<file path="src/rtl/control_frame_loader.sv">
// -----------------------------------------------------------------------------
// control_frame_loader
//
// Streams one control frame (NUM_BLOCKS words) from a valid/ready source into
// the block-addressed control combiner. Each accepted word is written one cycle
// later to the next block address. A complete, correctly framed frame ends with
// a one-cycle frame_done pulse, which downstream logic uses as its "apply"
// strobe. Framing problems raise a one-cycle frame_err pulse with a cause code.
//
// Optional feature (compile-time macro CTRL_LOADER_CHECKSUM_EN):
//   A trailing checksum word follows the data words. It is compared against
//   the running sum (mod 2^WORD_W) of the frame's data words and is never
//   written to the combiner. Without the macro there is no CHECK state and no
//   sum register, and a frame is exactly NUM_BLOCKS words.
//
// Ports
//   clk          in   1       system clock, all logic on posedge
//   rst_n        in   1       synchronous reset, active-low
//   s_data       in   WORD_W  input word
//   s_valid      in   1       s_data valid
//   s_sof        in   1       start-of-frame marker (qualified by s_valid)
//   s_ready      out  1       loader can accept a word (0 in DONE / reset)
//   signal       out  WORD_W  word to combiner (registered)
//   blockaddress out  ADDR_W  combiner block index (registered)
//   write        out  1       combiner write strobe, one cycle per word
//   frame_done   out  1       pulse: full valid frame written
//   frame_err    out  1       pulse: frame error detected
//   err_code     out  2       last error: 01 stray/resync, 10 timeout,
//                             11 checksum
//   busy         out  1       high while state != IDLE
// -----------------------------------------------------------------------------
module control_frame_loader #(
    parameter int WORD_W     = 16,
    parameter int NUM_BLOCKS = 64,
    parameter int ADDR_W     = 6,
    parameter int TIMEOUT    = 1024
) (
    input  logic              clk,
    input  logic              rst_n,
    input  logic [WORD_W-1:0] s_data,
    input  logic              s_valid,
    input  logic              s_sof,
    output logic              s_ready,
    output logic [WORD_W-1:0] signal,
    output logic [ADDR_W-1:0] blockaddress,
    output logic              write,
    output logic              frame_done,
    output logic              frame_err,
    output logic [1:0]        err_code,
    output logic              busy
);

    // ------------------------------------------------------------------
    // State encoding and error codes
    // ------------------------------------------------------------------
    localparam logic [1:0] ST_IDLE  = 2'd0;
    localparam logic [1:0] ST_LOAD  = 2'd1;
    localparam logic [1:0] ST_CHECK = 2'd2;
    localparam logic [1:0] ST_DONE  = 2'd3;

    localparam logic [1:0] ERR_STRAY   = 2'b01;
    localparam logic [1:0] ERR_TIMEOUT = 2'b10;

`ifdef CTRL_LOADER_CHECKSUM_EN
    localparam logic [1:0] ERR_CHECKSUM = 2'b11;
    // After the last data word the checksum word is still outstanding.
    localparam logic [1:0] ST_END       = ST_CHECK;
`else
    localparam logic [1:0] ST_END       = ST_DONE;
`endif

    // A single-block frame is complete as soon as its sof word lands.
    localparam logic [1:0] ST_AFTER_SOF = (NUM_BLOCKS == 1) ? ST_END : ST_LOAD;

    localparam logic [ADDR_W-1:0] LAST_IDX = ADDR_W'(NUM_BLOCKS - 1);

    // Stall counter sized to hold TIMEOUT; TIMEOUT=0 disables the watchdog.
    localparam int              SW         = (TIMEOUT > 0) ? $clog2(TIMEOUT + 1) : 1;
    localparam logic [SW-1:0]   STALL_LAST = SW'((TIMEOUT > 0) ? TIMEOUT - 1 : 0);

    // ------------------------------------------------------------------
    // Registers
    // ------------------------------------------------------------------
    logic [1:0]        state_q,  state_d;
    logic [ADDR_W-1:0] index_q,  index_d;
    logic [SW-1:0]     stall_q,  stall_d;
    logic [WORD_W-1:0] signal_q, signal_d;
    logic [ADDR_W-1:0] addr_q,   addr_d;
    logic              write_q,  write_d;
    logic              done_q,   done_d;
    logic              err_q,    err_d;
    logic [1:0]        code_q,   code_d;
    logic              busy_q,   busy_d;
`ifdef CTRL_LOADER_CHECKSUM_EN
    logic [WORD_W-1:0] sum_q,    sum_d;
`endif

    logic accept;
    logic in_frame;

    // Ready is combinational so that it drops immediately while reset is held.
    assign s_ready  = rst_n & (state_q != ST_DONE);
    assign accept   = s_valid & s_ready;
    assign in_frame = (state_q == ST_LOAD) || (state_q == ST_CHECK);

    // ------------------------------------------------------------------
    // Next-state logic
    // ------------------------------------------------------------------
    always_comb begin
        state_d  = state_q;
        index_d  = index_q;
        stall_d  = '0;
        signal_d = signal_q;
        addr_d   = addr_q;
        write_d  = 1'b0;
        err_d    = 1'b0;
        code_d   = code_q;
`ifdef CTRL_LOADER_CHECKSUM_EN
        sum_d    = sum_q;
`endif

        if (accept && s_sof) begin
            // sof always (re)starts a frame at block 0, even on the last
            // data word or the checksum word. Outside IDLE it is a resync.
            write_d  = 1'b1;
            signal_d = s_data;
            addr_d   = '0;
            index_d  = ADDR_W'(1);
            state_d  = ST_AFTER_SOF;
`ifdef CTRL_LOADER_CHECKSUM_EN
            sum_d    = s_data;
`endif
            if (state_q != ST_IDLE) begin
                err_d  = 1'b1;
                code_d = ERR_STRAY;
            end
        end else begin
            case (state_q)
                ST_IDLE: begin
                    // A data word with no frame open is dropped.
                    if (accept) begin
                        err_d  = 1'b1;
                        code_d = ERR_STRAY;
                    end
                end

                ST_LOAD: begin
                    if (accept) begin
                        write_d  = 1'b1;
                        signal_d = s_data;
                        addr_d   = index_q;
                        index_d  = index_q + ADDR_W'(1);
`ifdef CTRL_LOADER_CHECKSUM_EN
                        sum_d    = sum_q + s_data;
`endif
                        if (index_q == LAST_IDX) begin
                            state_d = ST_END;
                        end
                    end
                end

                ST_CHECK: begin
`ifdef CTRL_LOADER_CHECKSUM_EN
                    // Checksum word: compared only, never written.
                    if (accept) begin
                        if (s_data == sum_q) begin
                            state_d = ST_DONE;
                        end else begin
                            err_d   = 1'b1;
                            code_d  = ERR_CHECKSUM;
                            state_d = ST_IDLE;
                            index_d = '0;
                        end
                    end
`else
                    state_d = ST_IDLE;
`endif
                end

                ST_DONE: begin
                    state_d = ST_IDLE;
                    index_d = '0;
                end

                default: begin
                    state_d = ST_IDLE;
                    index_d = '0;
                end
            endcase
        end

        // Mid-frame watchdog. An accept in the cycle that would reach the
        // limit clears the counter instead of firing.
        if (in_frame && !accept && (TIMEOUT > 0)) begin
            if (stall_q == STALL_LAST) begin
                state_d = ST_IDLE;
                index_d = '0;
                err_d   = 1'b1;
                code_d  = ERR_TIMEOUT;
            end else begin
                stall_d = stall_q + SW'(1);
            end
        end

        // frame_done and busy are registered alongside the state so they
        // line up exactly with the DONE / non-IDLE cycles.
        done_d = (state_d == ST_DONE);
        busy_d = (state_d != ST_IDLE);
    end

    // ------------------------------------------------------------------
    // State registers
    // ------------------------------------------------------------------
    always_ff @(posedge clk) begin
        if (!rst_n) begin
            state_q  <= ST_IDLE;
            index_q  <= '0;
            stall_q  <= '0;
            signal_q <= '0;
            addr_q   <= '0;
            write_q  <= 1'b0;
            done_q   <= 1'b0;
            err_q    <= 1'b0;
            code_q   <= 2'b00;
            busy_q   <= 1'b0;
`ifdef CTRL_LOADER_CHECKSUM_EN
            sum_q    <= '0;
`endif
        end else begin
            state_q  <= state_d;
            index_q  <= index_d;
            stall_q  <= stall_d;
            signal_q <= signal_d;
            addr_q   <= addr_d;
            write_q  <= write_d;
            done_q   <= done_d;
            err_q    <= err_d;
            code_q   <= code_d;
            busy_q   <= busy_d;
`ifdef CTRL_LOADER_CHECKSUM_EN
            sum_q    <= sum_d;
`endif
        end
    end

    assign signal       = signal_q;
    assign blockaddress = addr_q;
    assign write        = write_q;
    assign frame_done   = done_q;
    assign frame_err    = err_q;
    assign err_code     = code_q;
    assign busy         = busy_q;

endmodule

</file>
<file path="config.mk">
export PLATFORM = sky130hd
export DESIGN_NAME = control_frame_loader
export DESIGN_NICKNAME = d
export VERILOG_FILES = /design/src/rtl/control_frame_loader.sv
export SDC_FILE = /design/constraint.sdc
export NUM_CORES = 1
export LEC_CHECK = 0
export ABC_CLOCK_PERIOD_IN_PS = 2600
export BUFFER_PORTS_ARGS = -buffer_cell sky130_fd_sc_hd__buf_4
export CAP_MARGIN = 20
export CORE_ASPECT_RATIO = 1.4
export CORE_MARGIN = 4
export CORE_UTILIZATION = 56
export DETAILED_ROUTE_END_ITERATION = 8
export PLACE_DENSITY_LB_ADDON = 0.1
export SYNTH_ARGS = -nofsm -noshare
export SYNTH_HDL_FRONTEND = slang
export SYNTH_SLANG_ARGS = --single-unit
</file>
<file path="constraint.sdc">
create_clock -name clk -period 2.6 [get_ports clk]
set_clock_uncertainty 0.1 [all_clocks]
set_input_delay 0.52 -clock clk [delete_from_list [all_inputs] [get_ports clk]]
set_output_delay 0.52 -clock clk [all_outputs]
set_load 0.03 [all_outputs]
</file>
## After elaboration in Yosys (flattened, before gate mapping)

Index checks and enable logic that the tools add are counted.

| cells by class | value |
|---|---|
| $add $sub $neg | 2 |
| equality and inequality tests | 7 |
| muxes and demuxes | 28 |
| bitwise gates (word level) | 4 |
| reduce and logical (&&, ||, !) cells | 14 |

Operators by type and width:

| cell | number |
|---|---|
| 2-to-1 mux 16 bit | 3 |
| 2-to-1 mux 6 bit | 4 |
| 2-to-1 mux 2 bit | 11 |
| case mux 6 bit (2 select lines) | 1 |
| adder 11 x 1 -> 11 bit, second input constant | 1 |
| equality test 11 x 10 -> 1 bit, second input constant | 1 |
| 2-to-1 mux 1 bit | 8 |
| nonzero test 2 bit | 4 |
| adder 6 x 1 -> 6 bit, second input constant | 1 |
| equality test 2 bit, second input constant | 3 |
| equality test 6 bit, second input constant | 1 |
| case mux 2 bit (2 select lines) | 1 |
| AND reduction 2 bit | 2 |
| OR reduction 2 bit | 2 |
| OR reduction 3 bit | 1 |
| bitwise AND 1 bit | 2 |
| equality test 2 x 1 -> 1 bit, second input constant | 1 |
| logical AND 1 bit | 2 |
| zero test 2 bit | 1 |
| != test 2 bit, second input constant | 1 |
| inverter 1 bit | 2 |
| zero test 1 bit | 1 |
| logical OR 1 bit | 1 |

| storage, ports and cells | value |
|---|---|
| flip-flop bits (word level) | 47 |
| input bits | 20 |
| output and inout bits | 29 |
| logic and storage cells | 65 |

## Logic depth before layout (Yosys ltp)

Gate-level depths: netlist of run 1.

| logic depth | value |
|---|---|
| word-level depth | 9 |
| gate-level depth with buffers | 9 |
| mapped depth without buffers | 7 |

## Least setup slack after synthesis of run 1

OpenSTA, ideal clock, no wires.

| timing path | value |
|---|---|
| kind | flip-flop to flip-flop |
| start | register state_q[0] |
| end | register index_q[5] |
| setup time | 0.070 ns |
| arrival | 1.642 ns |
| data required time | 2.430 ns |
| slack | 0.788 ns |
| stages on the path, launching flop included | 6 |
| path buffers | 0 |
| clock period less this slack | 1.812 ns |
| path through | dfxtp_1 -> ha_1 -> nor2b_1 -> nand2_1 -> a31oi_1 -> a21boi_1 |

| between the ends | value |
|---|---|
| cells in the longest elaborated chain, start to end | 8 |
| elaborated cells on any way between the ends | 15 |
| classes of those cells | eq/ne: 4; mux: 5; bitwise: 2; reduce/logical: 4 |

RTL lines:

| item | line | RTL |
|---|---|---|
| from (decl) | 84 | `logic [1:0] state_q, state_d;` |
| from (signal assigned) | 230 | `state_q <= state_d;` |
| != test 2 bit (*) | 102 | `assign s_ready = rst_n & (state_q != ST_DONE);` |
| bitwise AND 1 bit (*) | 102 |  |
| named net s_ready | 43 | `output logic s_ready,` |
| bitwise AND 1 bit (*) | 103 | `assign accept = s_valid & s_ready;` |
| 2-to-1 mux 6 bit | 148 | `if (accept) begin` |
| case mux 6 bit (2 select lines) | 138 | `case (state_q)` |
| 2-to-1 mux 6 bit | 122 | `if (accept && s_sof) begin` |
| 2-to-1 mux 6 bit | 195 | `if (stall_q == STALL_LAST) begin` |
| 2-to-1 mux 6 bit (*) | 194 | `if (in_frame && !accept && (TIMEOUT > 0)) begin` |
| to (signal assigned) | 231 | `index_q <= index_d;` |
| to (decl) | 85 | `logic [ADDR_W-1:0] index_q, index_d;` |

Mark *: on every way through the listed nets, which the timed path passes. The rest lies on a longest branch.
A chain may end at the register's enable or synchronous reset.

## Final worst setup path of run 1

| timing path | value |
|---|---|
| start | register state_q[0] |
| end | register index_q[0] |

| between the ends | value |
|---|---|
| cells in the longest elaborated chain, start to end | 8 |
| elaborated cells on any way between the ends | 15 |
| classes of those cells | eq/ne: 4; mux: 5; bitwise: 2; reduce/logical: 4 |

RTL lines:

| item | line |
|---|---|
| != test 2 bit | 102 |
| bitwise AND 1 bit | 102 |
| bitwise AND 1 bit | 103 |
| 2-to-1 mux 6 bit | 148 |
| case mux 6 bit (2 select lines) | 138 |
| 2-to-1 mux 6 bit | 122 |
| 2-to-1 mux 6 bit | 195 |
| 2-to-1 mux 6 bit (*) | 194 |

Every way passes the cells marked *; elsewhere a longest branch is shown, timed or not.

==> impl_metrics.json, run 1 <==
{
  "drc": 0,
  "cts.sinks": 47,
  "path_delay_family": "compound AO/OA/AOI/OAI gates",
  "via_per_inst": 5.19,
  "p_leak_nw": 0.981,
  "overflow": 0,
  "wl_per_cell_um": 12.6,
  "clkSlewWorstSetupHoldPaths_ps": 80,
  "grt_pass1_vias": 1489,
  "r2r_end": "index_q[0]",
  "synth.distinct_cells": 38,
  "fin_area_um2": 2400,
  "hp-start": "stall_q[0]",
  "arrival_ps": 2130,
  "power.density_nw_per_um2": 563,
  "placed_area_um2": 2300,
  "ioPinCount": 49,
  "dr.first_iter.drc_count": 45,
  "grtUsageTotal": 0.183,
  "grt_max_degree": 19,
  "min_period_ps": 2060,
  "wirelength_um": 3850,
  "cts_tree": "yes",
  "setup.worst_path.start_class": "flop",
  "die_y_um": 77.1,
  "layout_commonest_cell": "buf_4",
  "finalSetupViolations": 0,
  "dr.pass1.iters": 4,
  "clk_path_buf_depth": 2,
  "vias": 1582,
  "crit_required_ps": 2670,
  "synth_edf_count": 0,
  "outcome": "complete, no violations",
  "async_flop_share": 0,
  "root_buffer": "clkbuf_8",
  "dieWidth_um": 57.4,
  "whs_endpoint": "stall_q[0]",
  "area.growth.synth_to_final_pct": 25.8,
  "finalCritPeriodShare": 0.793,
  "rsz0062_at_grt": "no",
  "slew_headroom": 0.656,
  "crit_slowest_cell": "a21oi_4",
  "avgSynthCellArea_um2": 8.98,
  "reg2reg_slack_ps": 540,
  "maxSlewViolCount": 0,
  "dp_hpwl_um": 2920,
  "cp_slowest_stage_delay_ps": 440,
  "antenna_found_initial": 0,
  "cts_setup_buffers": 0,
  "cap_violations": 0,
  "initial_core_util": 0.595,
  "dieArea_um2": 4430,
  "fin_util": 0.748,
  "io_buffers": 48,
  "worst_slew_pin_slew_ps": 513,
  "layout-drive-gt1-share": 0.237,
  "cts_resized": 0,
  "holdBufCountCts": 0,
  "worstPathCellList": "ha_1 -> and3b_1 -> a21oi_4 -> inv_2 -> a21oi_1 -> a311oi_1",
  "synth-seq-cells": 47,
  "cts_buffers": 5,
  "endpoint_kind": "flop",
  "vdd_drop_max_mv": 0.409,
  "cts-htree-levels": 2,
  "mostFrequentLayoutCells": "buf_4, dfxtp_1, nand2_1",
  "hold_depth": 1,
  "synth.net_count": 240,
  "rows": 24,
  "hold_viol": 0,
  "post_synth_instance_area_um2": 1910,
  "clkLatencyLatePin_ps": 290,
  "yosys_warnings": 0,
  "timing.setup.tns_ps": 0,
  "nets": 292,
  "r2r-start": "state_q[0]",
  "grt_pass1_wl_um": 6560,
  "synth.yosys.seq_area_share": 0.492,
  "clock.fmax_mhz": 485,
  "core_area_um2": 3210,
  "antenna_left": 0,
  "gp_congestion": 0.785,
  "crit_fanout": 18,
  "crit_type": "reg -> reg",
  "r2r_cells": 6,
  "antenna_cells": 0,
  "worstHoldPathType": "reg -> reg",
  "ys.flop_type": "dfxtp_1",
  "critPathBufInv": 1,
  "syn_inst": 213
}
[final cells by class]
class	count	area (µm²)
clock buffer	7	96.3
clock inverter	1	7.51
fill	260	808
inverter	8	30.0
multi-input combinational	153	906
sequential	47	941
tap	39	48.8
timing repair buffer	50	375
[layer usage]
layer,share of wire,vias to the layer above,track usage
met5,0,-,0
met4,0.014,0,0.0580
met3,0.068,8,0.0555
met2,0.50,47,0.312
met1,0.42,708,0.214
li1,-,819,-
[logic make-up (layout without fill, tap and decap cells)]
kind of cell / count (synthesis) / count (layout) / synth area share
AND/OR/NAND/NOR: 94 / 94 / 0.232
AO/OA/AOI/OAI: 34 / 34 / 0.107
multiplexers: 9 / 9 / 0.0471
buffers and inverters: 13 / 66 / 0.0340
XOR/XNOR: 9 / 9 / 0.0412
flip-flops: 47 / 47 / 0.492
adder cells (fa/ha/maj): 7 / 7 / 0.0458
[worst register-to-register path, cell delays in order (launching register included)]
cell and delay [ps]:
dfxtp_1 380, ha_1 260, and3b_1 300, a21oi_4 440, inv_2 240, a21oi_1 170, a311oi_1 60
[cell usage after synthesis (3+ instances only)]
library cell | count | area (µm²)
dfxtp_1 | 47 | 941
nand2_1 | 44 | 165
a21oi_1 | 23 | 115
nor2_1 | 21 | 78.8
mux2i_1 | 9 | 90.1
ha_1 | 7 | 87.6
nand3_1 | 7 | 35.0
inv_1 | 6 | 22.5
xnor2_1 | 6 | 52.6
nor3_1 | 4 | 20.0
and2_1 | 3 | 18.8
nand2b_1 | 3 | 18.8
xor2_1 | 3 | 26.3
[worst max-delay path by stage]
stage,slack [ps],to,cells after the start,start
final,540,index_q[0],6,state_q[0]
after CTS,540,index_q[0],7,state_q[1]
after detailed placement,520,index_q[0],6,rst_n
after floorplan,790,index_q[5],5,state_q[0]
after global placement,540,index_q[0],6,rst_n
after global routing,370,index_q[0],6,state_q[0]
[through the flow]
stage          hold slack [ps]  setup slack [ps]  std cells  total power (W)
2_1_floorplan              318               788        213         0.000837
3_3_place_gp               332               545        297         0.000893
3_5_place_dp               342               522        297         0.000896
4_1_cts                    359               535        305          0.00137
5_1_grt                    357               368        305          0.00141
6_report                   355               539        305          0.00135
[where the power goes]
part           internal (W)  switching, W  leakage (nW)
sequential         0.000735    0.00000983         0.381
clock              0.000242      0.000233        0.0505
combinational     0.0000548     0.0000794         0.550
total               0.00103      0.000322         0.981
[flip-flops by register name, summed over array words and instances, names as in the netlist]
| signal | count |
|---|---|
| stall_q | 11 |
| busy | 1 |
| blockaddress | 6 |
| index_q | 6 |
| frame_done | 1 |
| write | 1 |
| state_q | 2 |
| err_code | 2 |
| frame_err | 1 |
| signal | 16 |
Power figures use the tool's default switching activity.
==> inputs of run 2 (changes only) <==
Settings changed: ABC_CLOCK_PERIOD_IN_PS 2600 to 1930, CORE_UTILIZATION 56 to 52.
Clock period 2.6 ns to 1.93 ns, I/O delays scaled along.
==> impl_metrics.json, run 2 (synthesized netlist as in run 1, its figures left out) <==
{
  "finalCritPeriodShare": 0.945,
  "setup.worst_path.start_class": "flop",
  "endpoint_kind": "flop",
  "r2r-start": "state_q[0]",
  "dp_hpwl_um": 2900,
  "p_leak_nw": 1.03,
  "grtUsageTotal": 0.180,
  "worstHoldPathType": "in -> reg",
  "wl_per_cell_um": 12.5,
  "holdBufCountCts": 0,
  "rows": 25,
  "rsz0062_at_grt": "no",
  "layout-drive-gt1-share": 0.274,
  "reg2reg_slack_ps": 110,
  "cts_tree": "yes",
  "dieWidth_um": 59.2,
  "dr.first_iter.drc_count": 51,
  "clk_path_buf_depth": 2,
  "vdd_drop_max_mv": 0.557,
  "grt_pass1_wl_um": 6530,
  "via_per_inst": 5.07,
  "power.density_nw_per_um2": 808,
  "timing.setup.tns_ps": 0,
  "cap_violations": 0,
  "hold_viol": 0,
  "min_period_ps": 1820,
  "core_area_um2": 3470,
  "crit_required_ps": 2070,
  "dieArea_um2": 4720,
  "overflow": 0,
  "largest_reg_flops": 16,
  "crit_type": "reg -> reg",
  "clkSlewWorstSetupHoldPaths_ps": 90,
  "cts.sinks": 47,
  "cts-htree-levels": 2,
  "antenna_found_initial": 0,
  "vias": 1591,
  "arrival_ps": 1960,
  "dr.pass1.iters": 4,
  "startpoint": "state_q[0]",
  "mostFrequentLayoutCells": "buf_4, dfxtp_1, nand2_1",
  "finalSetupViolations": 0,
  "io_buffers": 48,
  "outcome": "complete, no violations",
  "crit_fanout": 7,
  "wirelength_um": 3930,
  "maxSlewViolCount": 0,
  "cts_buffers": 5,
  "slew_headroom": 0.742,
  "drc": 0,
  "antenna_cells": 0,
  "gp_congestion": 0.733,
  "initial_core_util": 0.551,
  "r2r_end": "frame_done",
  "worst_slew_pin_slew_ps": 384,
  "clock.fmax_mhz": 548,
  "die_y_um": 79.7,
  "crit_end": "frame_done",
  "antenna_left": 0,
  "nFillCells": 294,
  "clkLatencyLatePin_ps": 290,
  "layout_commonest_cell": "buf_4",
  "grt_pass1_vias": 1482,
  "area.growth.synth_to_final_pct": 31.4,
  "nets": 300,
  "grt_max_degree": 19,
  "ioPinCount": 49,
  "r2r_cells": 5,
  "root_buffer": "clkbuf_8",
  "fin_util": 0.724
}
-- run 2: cell type report --
cell class                 count  area [µm²]  area share
clock inverter                 3        67.6      0.0269
timing repair buffer          58         435       0.173
tap                           40        50.0      0.0199
multi-input combinational    153         917       0.365
clock buffer                   5        68.8      0.0274
inverter                       8        32.5      0.0129
sequential                    47         941       0.375
-- run 2: worst min path at each step --
| stage | start | slack [ps] | endpoint | cells after the start |
|---|---|---|---|---|
| final | s_data[6] | 230 | signal[6] | 3 |
| after global routing | s_data[4] | 220 | signal[4] | 3 |
| after CTS | s_data[3] | 230 | signal[3] | 3 |
| after detailed placement | stall_q[0] | 340 | stall_q[0] | 1 |
| after global placement | stall_q[0] | 330 | stall_q[0] | 1 |
| after floorplan | stall_q[0] | 320 | stall_q[0] | 1 |
-- run 2: critical path, cell delays in order, from the launching register on --
cell     delay, ps
dfxtp_1        350
ha_1           260
and3b_2        360
nand2_1         70
o41a_1         410
and3b_1        220
-- run 2: through the flow --
step | instances | hold slack (ps) | setup slack, ps | instance area [µm²] | power [W]
floorplan | 213 | 318 | 118 | 1910 | 0.00113
global placement | 305 | 332 | 116 | 2350 | 0.00121
detailed placement | 305 | 344 | 26.0 | 2350 | 0.00121
CTS | 313 | 225 | 20.6 | 2490 | 0.00205
global route | 314 | 224 | 16.9 | 2510 | 0.00212
finish | 314 | 231 | 107 | 2510 | 0.00203
-- run 2: what timing repair did --
item	CTS	global route
cloned	0	0
endpoints found under the setup margin	1	9
setup buffers	0	1
pin swaps	0	1
gates resized for setup	1	5
-- run 2: where the power goes --
group          internal, W  switching, W  leakage [nW]
registers         0.000990     0.0000107         0.381
clock network     0.000516      0.000321        0.0644
logic            0.0000812      0.000111         0.587
-- run 2: layer usage --
layer | track usage | up-vias | share of wire
met3 | 0.0518 | 4 | 0.084
met5 | 0 | - | 0
met1 | 0.205 | 701 | 0.41
li1 | - | 830 | -
met4 | 0.0907 | 0 | 0.017
met2 | 0.298 | 56 | 0.49
==> inputs of run 3 (changes only) <==
Settings changed: GPL_TIMING_DRIVEN set to 0, PLACE_DENSITY set to 0.83, PLACE_DENSITY_LB_ADDON 0.1 to not set.
==> impl_metrics.json, run 3 (synthesized netlist as in run 1, its figures left out) <==
{
  "outcome": "complete, no violations",
  "largest_reg_flops": 16,
  "multiInputGateArea_um2": 940,
  "endpoint_kind": "flop",
  "instances_no_fill": 311,
  "nets": 297,
  "crit_top_cell": "and3b_1",
  "layout_commonest_cell": "buf_4",
  "clkLatencyLatePin_ps": 300,
  "overflow": 0,
  "seq_area_um2": 942,
  "dieArea_um2": 4720,
  "gp_congestion": 0.772,
  "crit_slowest_cell": "o41a_1",
  "cp_slowest_stage_delay_ps": 400,
  "hold_viol": 0,
  "clkSlewWorstSetupHoldPaths_ps": 90,
  "slew_headroom": 0.721,
  "crit_required_ps": 2080,
  "cts.sinks": 47,
  "cts_buffers": 5,
  "r2r_cells": 6,
  "place_worst_setup_slack_ps": -72.0,
  "cts_tree": "yes",
  "worst_slack_ps": 137,
  "setup.worst_path.start_class": "flop",
  "fin_util": 0.714,
  "cts-htree-levels": 2,
  "clk_path_buf_depth": 2,
  "via_per_inst": 5.19,
  "hold_depth": 3,
  "worstPathCellList": "ha_2 -> and3b_1 -> buf_4 -> nand2_1 -> o41a_1 -> and3b_1",
  "finalCritPeriodShare": 0.929,
  "worstHoldPathType": "in -> reg",
  "arrival_ps": 1940,
  "mostFrequentLayoutCells": "buf_4, dfxtp_1, nand2_1",
  "vias": 1614,
  "clock.fmax_mhz": 558,
  "grt_max_degree": 17,
  "initial_core_util": 0.551,
  "nFillCells": 285,
  "power.density_nw_per_um2": 723,
  "core_area_um2": 3470,
  "io_buffers": 48,
  "vdd_drop_max_mv": 0.574,
  "ioPinCount": 49,
  "p_total_w": 0.00179,
  "drc": 0,
  "root_buffer": "clkbuf_8",
  "grtUsageTotal": 0.179,
  "timing.setup.tns_ps": 0,
  "layout-drive-gt1-share": 0.269,
  "wirelength_um": 3950,
  "crit_cells": 6,
  "rsz0062_at_grt": "no",
  "dr.first_iter.drc_count": 54,
  "maxSlewViolCount": 0,
  "critPathBufInv": 1,
  "crit_type": "reg -> reg",
  "p_leak_nw": 0.998,
  "crit_fanout": 7,
  "antenna_cells": 0,
  "worst_slew_pin_slew_ps": 418,
  "antenna_left": 0,
  "dieWidth_um": 59.2,
  "dp_hpwl_um": 2840,
  "finalSetupViolations": 0,
  "placed_cells": 301,
  "grt_pass1_wl_um": 6590,
  "die_y_um": 79.7,
  "min_period_ps": 1790,
  "grt_pass1_vias": 1585,
  "path_delay_family": "simple AND/OR/NAND/NOR gates",
  "wl_per_cell_um": 12.7,
  "area.growth.synth_to_final_pct": 29.7,
  "rows": 25,
  "cap_violations": 0,
  "antenna_found_initial": 0,
  "dr.pass1.iters": 4
}
## run 3: path summary, 6_finish.rpt
check,slack (ps),from,end
worst max-delay path,140,state_q[0],frame_done
worst min-delay path,230,s_data[15],signal[15]
worst max register to register,140,state_q[0],frame_done
worst min register to register,360,signal[13],signal[13]
## run 3: per-layer routing
metal	up-vias	GRT usage	routed length [µm]	part of all wire
met4	0	0.0862	77	0.020
met5	-	0	0	0
met2	40	0.303	1980	0.50
met3	7	0.0421	250	0.063
met1	737	0.204	1640	0.41
li1	830	-	-	-
## run 3: stage by stage
stage / hold slack [ps] / instance area, µm²
floorplan: 318 / 1910
global placement: 329 / 2320
detailed placement: 346 / 2320
CTS: 223 / 2430
global route: 229 / 2480
finish: 225 / 2480
## run 3: repair_timing
item	CTS	global route
buffers inserted	1	1
endpoints found under the hold margin	0	0
pin swaps	0	0
endpoints found under the setup margin	16	27
cloned	0	0
hold buffers	0	0
gates resized for setup	1	8
## run 3: layout make-up
| cell class | count | area share |
|---|---|---|
| Timing Repair Buffer | 50 | 0.156 |
| Inverter | 8 | 0.0121 |
| Clock inverter | 3 | 0.00959 |
| Clock buffer | 5 | 0.0277 |
| Sequential cell | 47 | 0.380 |
| Multi-Input combinational cell | 153 | 0.379 |
| Tap cell | 40 | 0.0202 |
| Buffer | 5 | 0.0151 |
## run 3: power breakdown
group	total (W)	internal [W]	switching (W)
clock	0.000596	0.000259	0.000337
combinational	0.000193	0.0000818	0.000111
sequential	0.00100	0.000990	0.0000130
## run 3: worst register-to-register path, cell delays in order (launching register included)
cell     delay, ps
dfxtp_2        360
ha_2           220
and3b_1        210
buf_4          160
nand2_1         60
o41a_1         400
and3b_1        230
